**src/rtl/vga_sync_gen.sv**
```systemverilog
// VGA raster timing generator: divides clk down to the pixel rate, runs the
// h/v raster counters and registers blanked colour plus Hsync/Vsync to the pins.
module vga_sync_gen #(
   parameter int CLK_DIV  = 4,
   parameter int H_ACTIVE = 640,
   parameter int H_FP     = 16,
   parameter int H_SYNC   = 96,
   parameter int H_BP     = 48,
   parameter int V_ACTIVE = 480,
   parameter int V_FP     = 10,
   parameter int V_SYNC   = 2,
   parameter int V_BP     = 33,
   parameter int SYNC_POL = 0
) (
   input  logic       clk,
   input  logic       rst,
   output logic       pix_tick,
   output logic [9:0] pix_x,
   output logic [9:0] pix_y,
   output logic       pix_req,
   output logic       frame_start,
   input  logic [2:0] rgb_in,
   output logic       vga_R,
   output logic       vga_G,
   output logic       vga_B,
   output logic       Hsync,
   output logic       Vsync
);

   localparam int H_TOTAL = H_ACTIVE + H_FP + H_SYNC + H_BP;
   localparam int V_TOTAL = V_ACTIVE + V_FP + V_SYNC + V_BP;
   localparam int DIV_W   = (CLK_DIV > 1) ? $clog2(CLK_DIV) : 1;

   localparam logic [DIV_W-1:0] DIV_LAST = DIV_W'(CLK_DIV - 1);
   localparam logic [9:0] H_LAST   = 10'(H_TOTAL - 1);
   localparam logic [9:0] V_LAST   = 10'(V_TOTAL - 1);
   localparam logic [9:0] H_ACT_L  = 10'(H_ACTIVE);
   localparam logic [9:0] V_ACT_L  = 10'(V_ACTIVE);
   localparam logic [9:0] HS_FIRST = 10'(H_ACTIVE + H_FP);
   localparam logic [9:0] HS_LAST  = 10'(H_ACTIVE + H_FP + H_SYNC - 1);
   localparam logic [9:0] VS_FIRST = 10'(V_ACTIVE + V_FP);
   localparam logic [9:0] VS_LAST  = 10'(V_ACTIVE + V_FP + V_SYNC - 1);
   localparam logic       SYNC_ACT = (SYNC_POL != 0);

   logic [DIV_W-1:0] div_cnt;
   logic [9:0]       h_cnt;
   logic [9:0]       v_cnt;
   logic             hs_on;
   logic             vs_on;

   assign pix_x       = h_cnt;
   assign pix_y       = v_cnt;
   assign pix_req     = (h_cnt < H_ACT_L) && (v_cnt < V_ACT_L);
   assign hs_on       = (h_cnt >= HS_FIRST) && (h_cnt <= HS_LAST);
   assign vs_on       = (v_cnt >= VS_FIRST) && (v_cnt <= VS_LAST);
   assign frame_start = pix_tick && (h_cnt == '0) && (v_cnt == '0);

   // Output stage uses pre-increment counts, so pins lag pix_x/pix_y by one pixel.
   always_ff @(posedge clk) begin
      if (rst) begin
         div_cnt  <= '0;
         pix_tick <= 1'b0;
         h_cnt    <= '0;
         v_cnt    <= '0;
         vga_R    <= 1'b0;
         vga_G    <= 1'b0;
         vga_B    <= 1'b0;
         Hsync    <= ~SYNC_ACT;
         Vsync    <= ~SYNC_ACT;
      end else begin
         div_cnt  <= (div_cnt == DIV_LAST) ? '0 : div_cnt + 1'b1;
         pix_tick <= (div_cnt == DIV_LAST);
         if (pix_tick) begin
            {vga_R, vga_G, vga_B} <= pix_req ? rgb_in : 3'b000;
            Hsync <= hs_on ? SYNC_ACT : ~SYNC_ACT;
            Vsync <= vs_on ? SYNC_ACT : ~SYNC_ACT;
            if (h_cnt == H_LAST) begin
               h_cnt <= '0;
               v_cnt <= (v_cnt == V_LAST) ? '0 : v_cnt + 1'b1;
            end else begin
               h_cnt <= h_cnt + 1'b1;
            end
         end
      end
   end

endmodule

```
**config.mk**
```make
export PLATFORM = sky130hd
export DESIGN_NAME = vga_sync_gen
export DESIGN_NICKNAME = d
export VERILOG_FILES = /design/src/rtl/vga_sync_gen.sv
export SDC_FILE = /design/constraint.sdc
export NUM_CORES = 1
export LEC_CHECK = 0
export BUFFER_PORTS_ARGS = -buffer_cell sky130_fd_sc_hd__buf_2
export CORE_UTILIZATION = 52
export CTS_CLUSTER_SIZE = 8
export DETAILED_ROUTE_END_ITERATION = 16
export PLACE_DENSITY_LB_ADDON = 0.15
export SLEW_MARGIN = 20
export SYNTH_ARGS = -nofsm -noshare
export SYNTH_HDL_FRONTEND = slang
export SYNTH_SLANG_ARGS = --single-unit
```
**constraint.sdc**
```tcl
create_clock -name clk -period 1.95 [get_ports clk]
set_input_delay 0.195 -clock clk [delete_from_list [all_inputs] [get_ports clk]]
set_output_delay 0.195 -clock clk [all_outputs]
set_load 0.03 [all_outputs]
```
# Word level (Yosys, flattened, before mapping)
# Cells that the tools add are included.
op_classes:
  n_lt_le_gt_ge: 6
  n_reduce_logical: 9
  add_sub_neg: 3
  mux: 5
  eq_ne: 3
ops:
  columns: ["op", "count"]
  rows:
  - ["$add A10 B1 Y10 const B", 2]
  - ["$eq A10 B10 Y1 const B", 2]
  - ["$logic_not A10 Y1", 2]
  - ["$mux W10", 2]
  - ["$ge A10 B10 Y1 const B", 1]
  - ["$ge A10 B9 Y1 const B", 1]
  - ["$le A10 B10 Y1 const B", 1]
  - ["$le A10 B9 Y1 const B", 1]
  - ["$lt A10 B10 Y1 const B", 1]
  - ["$lt A10 B9 Y1 const B", 1]
  - ["$logic_and A1 B1 Y1", 5]
  - ["$mux W3", 1]
  - ["$add A2 B1 Y2 const B", 1]
  - ["$eq A2 B2 Y1 const B", 1]
  - ["$mux W1", 2]
  - ["$reduce_and A2 Y1", 1]
  - ["$reduce_or A2 Y1", 1]
totals:
  reg_bits: 28
  word_cells: 35
  inputBits: 5

# Depth between registers and ports, before layout
# Gate-level depths: netlist of the first run.
logic_depth:
  word_depth: 3
  mapped_depth: 7
  depth_no_buf: 5

# Worst setup path before layout of the first run
# OpenSTA, ideal clock, no wires.
synth_path:
  kind: "register -> output"
  startpoint: "reg v_cnt[0], in the netlist pix_y[0]"
  endpoint: "out frame_start"
  required_ns: 1.755
  slack_ns: -0.105
  n_path_buf: 0
  arrival_ns: 1.860
  path_stages_with_launch: 5
  path_cell_list: "dfxtp_1 -> inv_1 -> ha_1 -> or4b_4 -> nor3_1"
synth_between:
  elab_chain_cells: 2
synth_rtl:
  columns: ["item", "line_no", "source"]
  rows:
  - ["from (decl)", "47", "logic [9:0] v_cnt;"]
  - ["from (signal assigned)", "79", "v_cnt <= (v_cnt == V_LAST) ? '0 : v_cnt + 1'b1;"]
  - ["$logic_not A10 Y1", "56", "assign frame_start = pix_tick && (h_cnt == '0) && (v_cnt == '0);"]
  - ["$logic_and A1 B1 Y1", "56", null]
  - ["to (decl)", "21", "output logic frame_start,"]
# No other way between the ends.

# Final worst setup path of the first run
layout_path:
  startpoint: "reg v_cnt[1], in the netlist pix_y[1]"
  endpoint: "out frame_start"
# Same word-level chain as after synthesis.

==> reports/qor.txt, run 1 <==
run status: finished clean
P&R area growth vs syn: 23.6%
total die area: 2940 um^2
number of primary I/O pins: 33
max-slew headroom at the worst pin: 0.766
kind of start point of the critical path: flip-flop
Final Critical Period: 1.91 ns
DRC marker count from the first detailed-route iteration: 22
Crit path required time: 1.75 ns
worst-case register-to-register setup slack: 0.14 ns
total number of placement rows: 18
count of unique library cells instantiated by Yosys: 35
Max Fanout on Critical Path: 7
Detail Route Antenna Nets: 0
Synth Net Count: 169
leading area contributor after synthesis: sky130_fd_sc_hd__dfxtp_1
clock tree from TritonCTS: built
number of diodes: 0
hold path depth: 3
number of synthesized register bits: 28
GRT Util Overall: 0.231
most area-consuming cells after synthesis: sky130_fd_sc_hd__dfxtp_1 (40%), sky130_fd_sc_hd__nor2_1 (5.3%), sky130_fd_sc_hd__ha_1 (4.4%)
path depth of the worst reg2reg path: 7
count of placed standard cells including taps: 222
post-synthesis area per instance: 8.92 um^2
Slew Viols, Final: 0
area share of the leading cell type in the synthesized netlist: 0.395
leak pwr: 0.784 nW
total power per unit cell area: 587 nW/um^2
post-place setup slack: 0.102 ns
Placer Congestion: 0.814
Num Clock Sinks: 28
NumNets Final: 214
Syn. warnings: 0
port buffer count: 32
cell count after synthesis: 159
Longest Clk Path Bufs: 2
final period utilization: 0.981
launch point of the worst reg-to-reg path: pix_x[0]
largest net degree at the start of global routing: 17
Clk pin slew, worst setup/hold paths: 0.15 ns
Hold Violations, Final: 0
path type of the worst setup path: reg -> out
worst min-delay path startpoint: rgb_in[0]
starting density of the core: 0.563
type of the worst min-delay path: in -> reg
vias in the first global route: 1107
share of layout cells above drive strength 1: 0.330
netlist area before placement: 1420 um^2
die width: 54.2 um
DR vias/cell: 5.60
first-pass GRT wire length: 4880 um
commonest cells after routing, fill and taps aside: sky130_fd_sc_hd__buf_2 (31), sky130_fd_sc_hd__dfxtp_1 (24), sky130_fd_sc_hd__nor2_1 (20)
reg-to-reg critical path endpoint: pix_y[7]
Worst Path Arrival: 1.72 ns
master cell of the clock root buffer: sky130_fd_sc_hd__clkbuf_4
RSZ-0062 raised after global routing: true
DRC viols: 0
capturing element type of the critical path: output port
overall routed net length: 3260 um
TritonCTS Buffers: 3
worst-case hold path end point: vga_B
commonest non-fill, non-tap cell in the layout: sky130_fd_sc_hd__buf_2
slack of the critical path: 0.0375 ns
total vias in the final route: 1305
Final setup viols: 0
setup clock skew after layout: 0.00465 ns
achievable frequency: 523 MHz
peak ir drop on the vdd network: 0.680 mV
average wire length per cell after detail routing: 14.0 um
sequential share of the synthesized area: 0.395
final global-route overflow total: 0
post-layout util: 0.695
standard cell core area: 2520 um^2
height of the die: 54.2 um
DR pass1 iterations: 4
number of hold buffers added after CTS: 0
slew at the pin closest to its max-slew limit: 0.349 ns
HPWL Detailed: 2200 um
Clk Latency, worst-skew pair: 0.33 ns
initial antenna violation count: 0
final std cells w/o fill: 233
Max Cap Violations: 0
# H-tree levels: 1
## metrics by stage
stage | TNS (ns) | total power, mW | area [um^2] | hold slack, ns
after floorplan | 0 | 0.634 | 1420 | 0.334
after global placement | 0 | 0.650 | 1620 | 0.416
after detailed placement | 0 | 0.652 | 1620 | 0.422
after CTS | 0 | 1.03 | 1710 | 0.0776
after global routing | -0.0298 | 1.07 | 1750 | 0.0990
final | 0 | 1.03 | 1750 | 0.0814
## power breakdown
group	internal, mW	switching, mW
Combinational	0.0256	0.0335
Sequential	0.581	0.00345
Clock	0.208	0.178
Total	0.815	0.215
## cell usage after synthesis
cell type / instances
sky130_fd_sc_hd__dfxtp_1: 28
sky130_fd_sc_hd__nor2_1: 20
sky130_fd_sc_hd__a21oi_1: 11
sky130_fd_sc_hd__nand2_1: 8
sky130_fd_sc_hd__nand4_1: 8
sky130_fd_sc_hd__o21ai_0: 8
sky130_fd_sc_hd__inv_1: 6
sky130_fd_sc_hd__nand3_1: 6
sky130_fd_sc_hd__nor3_1: 6
sky130_fd_sc_hd__or3_1: 6
sky130_fd_sc_hd__xnor2_1: 6
sky130_fd_sc_hd__ha_1: 5
sky130_fd_sc_hd__xor2_1: 5
sky130_fd_sc_hd__nor2b_1: 4
sky130_fd_sc_hd__mux2i_1: 3
sky130_fd_sc_hd__and3_1: 2
sky130_fd_sc_hd__and3b_1: 2
sky130_fd_sc_hd__and4_1: 2
sky130_fd_sc_hd__buf_2: 2
sky130_fd_sc_hd__buf_6: 2
sky130_fd_sc_hd__clkbuf_8: 2
sky130_fd_sc_hd__nor4b_1: 2
sky130_fd_sc_hd__o31ai_1: 2
sky130_fd_sc_hd__or4_1: 2
sky130_fd_sc_hd__and2_2: 1
sky130_fd_sc_hd__buf_1: 1
sky130_fd_sc_hd__clkbuf_2: 1
sky130_fd_sc_hd__nand2b_1: 1
sky130_fd_sc_hd__nand4_4: 1
sky130_fd_sc_hd__nor3_2: 1
sky130_fd_sc_hd__nor3b_1: 1
sky130_fd_sc_hd__o41ai_4: 1
sky130_fd_sc_hd__or2_2: 1
sky130_fd_sc_hd__or4b_1: 1
sky130_fd_sc_hd__or4b_4: 1
## critical path: stages, from the launching register on
cell and delay (ns):
sky130_fd_sc_hd__dfxtp_2 0.38, sky130_fd_sc_hd__inv_1 0.06, sky130_fd_sc_hd__ha_1 0.12, sky130_fd_sc_hd__or4b_4 0.46, sky130_fd_sc_hd__nor3_2 0.18, sky130_fd_sc_hd__buf_4 0.18
## final cells by class
type | instances | area (um^2)
Multi-Input combinational cell | 117 | 790
Inverter | 6 | 22.5
Clock buffer | 3 | 22.5
Timing Repair Buffer | 48 | 287
Tap cell | 30 | 37.5
Fill cell | 218 | 768
Sequential cell | 28 | 566
Clock inverter | 1 | 30.0
## cells by family after synthesis
| group | after synthesis | synth area share |
|---|---|---|
| buffers and inverters | 14 | 0.0644 |
| XOR/XNOR | 11 | 0.0679 |
| flip-flops | 28 | 0.395 |
| AO/OA/AOI/OAI | 22 | 0.0970 |
| multiplexers | 3 | 0.0212 |
| adder cells (fa/ha/maj) | 5 | 0.0441 |
| AND/OR/NAND/NOR | 76 | 0.310 |
## state kept, by name, indices dropped and copies added, names as in the netlist
register / flops
pix_x: 10
vga_R: 1
Hsync: 1
Vsync: 1
vga_G: 1
vga_B: 1
pix_tick: 1
div_cnt: 2
pix_y: 10
## what timing repair did
action / in CTS / in global routing
endpoints found under the setup margin: 1 / 10
cloned: 0 / 0
resized for setup: 6 / 5
buffers inserted: 2 / 5
pin swaps: 2 / 5
## layer usage
layer  share of wire  global-route usage  vias up
li1                -                   -      650
met1            0.47               0.308      613
met2            0.47               0.372       33
met3           0.042              0.0250        9
met4           0.022               0.103        0
met5               0                   0        -
## worst max-delay path by stage
stage	startpoint	end	depth (start not counted)
floorplan	pix_x[0]	pix_y[0]	6
global placement	pix_y[0]	pix_y[9]	6
detailed placement	pix_y[0]	pix_y[7]	6
CTS	pix_x[0]	frame_start	7
global route	pix_y[1]	frame_start	5
finish	pix_y[1]	frame_start	5
No activity file was read; power rests on OpenSTA's default activity.
==> run 2, diff against run 1 <==
--- a/config.mk
+++ b/config.mk
@@ -9,7 +9,7 @@
 export CORE_UTILIZATION = 52
 export CTS_CLUSTER_SIZE = 8
 export DETAILED_ROUTE_END_ITERATION = 16
-export PLACE_DENSITY_LB_ADDON = 0.15
+export PLACE_DENSITY = 0.77
 export SLEW_MARGIN = 20
 export SYNTH_ARGS = -nofsm -noshare
 export SYNTH_HDL_FRONTEND = slang
==> run 2 against run 1 <==
Die area did not move. Combinational power rose by 2%. Cell count fell by 1.3%. Via count rose by 1.1%. Largest power group unchanged. Design area rose by 1.4%. Clock skew rose by 0.0010 ns. Setup slack improved by 0.0022 ns.
==> reports/qor.txt, run 2 (synthesis gave the netlist of run 1 again) <==
Num Clock Sinks: 28
slew at the pin closest to its max-slew limit: 0.381 ns
Clk Latency, worst-skew pair: 0.33 ns
GRT Util Overall: 0.234
vias in the first global route: 1117
TritonCTS Buffers: 3
type of the worst min-delay path: in -> reg
final period utilization: 0.980
final global-route overflow total: 0
average wire length per cell after detail routing: 14.7 um
Crit path required time: 2.18 ns
Worst setup startpoint: pix_y[1]
Filler Cell Count: 194
commonest non-fill, non-tap cell in the layout: sky130_fd_sc_hd__buf_2
tightest hold margin: 0.0842 ns
commonest cells after routing, fill and taps aside: sky130_fd_sc_hd__buf_2 (31), sky130_fd_sc_hd__dfxtp_1 (24), sky130_fd_sc_hd__nor2_1 (20)
height of the die: 54.2 um
post-place setup slack: 0.176 ns
overall routed net length: 3370 um
P&R area growth vs syn: 25.4%
standard cell core area: 2520 um^2
last element of the critical path: pix_y[8]
total number of placement rows: 18
total die area: 2940 um^2
Worst Path Arrival: 2.14 ns
die width: 54.2 um
max-slew headroom at the worst pin: 0.746
final std cells w/o fill: 230
run status: finished clean
count of placed standard cells including taps: 218
NumNets Final: 211
RSZ-0062 raised after global routing: true
largest net degree at the start of global routing: 17
# H-tree levels: 1
path type of the worst setup path: reg -> reg
Longest Clk Path Bufs: 2
HPWL Detailed: 2160 um
setup clock skew after layout: 0.00565 ns
Slew Viols, Final: 0
DRC marker count from the first detailed-route iteration: 42
number of diodes: 0
path depth of the worst reg2reg path: 7
achievable frequency: 523 MHz
share of layout cells above drive strength 1: 0.340
worst-case register-to-register setup slack: 0.04 ns
slack of the critical path: 0.0397 ns
kind of start point of the critical path: flip-flop
reg-to-reg critical path endpoint: pix_y[8]
master cell of the clock root buffer: sky130_fd_sc_hd__clkbuf_4
port buffer count: 32
Hold Violations, Final: 0
launch point of the worst reg-to-reg path: pix_y[1]
initial antenna violation count: 0
total power per unit cell area: 577 nW/um^2
DR pass1 iterations: 5
total vias in the final route: 1319
starting density of the core: 0.563
capturing element type of the critical path: flip-flop
DRC viols: 0
leak pwr: 0.772 nW
Placer Congestion: 0.856
number of hold buffers added after CTS: 0
total power after layout: 1.03 mW
Final Critical Period: 1.91 ns
peak ir drop on the vdd network: 0.582 mV
Detail Route Antenna Nets: 0
Final setup viols: 0
Max Cap Violations: 0
post-layout util: 0.705
clock tree from TritonCTS: built
DR vias/cell: 5.73
footprint of the multi-input gates: 820 um^2
first-pass GRT wire length: 4980 um
number of primary I/O pins: 33
register area: 571 um^2
Clk pin slew, worst setup/hold paths: 0.16 ns
Max Fanout on Critical Path: 10
run 2: metal layers:
layer | routed length (um) | vias to the layer above | track usage
met5 | 0 | - | 0
met4 | 4 | 0 | 0.103
met3 | 206 | 2 | 0.0361
met2 | 1670 | 55 | 0.358
met1 | 1500 | 623 | 0.325
li1 | - | 639 | -
run 2: through the flow:
| stage | TNS [ns] | cell area (um^2) |
|---|---|---|
| after CTS | 0 | 1690 |
| after global placement | 0 | 1590 |
| after detailed placement | 0 | 1590 |
| after global routing | -0.114 | 1780 |
| final | 0 | 1780 |
| after floorplan | 0 | 1420 |
run 2: timing repair:
item / 4_1_cts / 5_1_grt
setup endpoints to repair: 1 / 11
buffers inserted: 1 / 7
pin swaps: 3 / 5
resized for setup: 10 / 14
run 2: final cells by class:
class | count | share of cell area
Clock inverter | 1 | 0.0169
Timing Repair Buffer | 45 | 0.153
Sequential cell | 28 | 0.321
Tap cell | 30 | 0.0211
Clock buffer | 3 | 0.0127
Multi-Input combinational cell | 117 | 0.461
Inverter | 6 | 0.0155
run 2: report_power, final:
group	internal, mW	total [mW]	switching (mW)
clock network	0.208	0.384	0.176
registers	0.578	0.582	0.00360
logic	0.0262	0.0605	0.0343
total	0.812	1.03	0.214
run 2: worst min-delay path by stage:
stage / start / to / slack (ns) / cells after the start
floorplan: rgb_in[0] / vga_B / 0.33 / 2
global placement: div_cnt[0] / div_cnt[0] / 0.42 / 1
detailed placement: div_cnt[0] / div_cnt[0] / 0.43 / 1
CTS: rgb_in[2] / vga_R / 0.08 / 3
global route: rgb_in[2] / vga_R / 0.09 / 3
finish: rgb_in[1] / vga_G / 0.08 / 3
run 2: worst max-delay path, cell delays in order (launching register included):
cell	delay (ns)
sky130_fd_sc_hd__dfxtp_4	0.39
sky130_fd_sc_hd__inv_4	0.06
sky130_fd_sc_hd__ha_4	0.11
sky130_fd_sc_hd__or4b_4	0.48
sky130_fd_sc_hd__buf_4	0.16
sky130_fd_sc_hd__o41ai_4	0.33
sky130_fd_sc_hd__buf_4	0.23
sky130_fd_sc_hd__a21oi_1	0.06
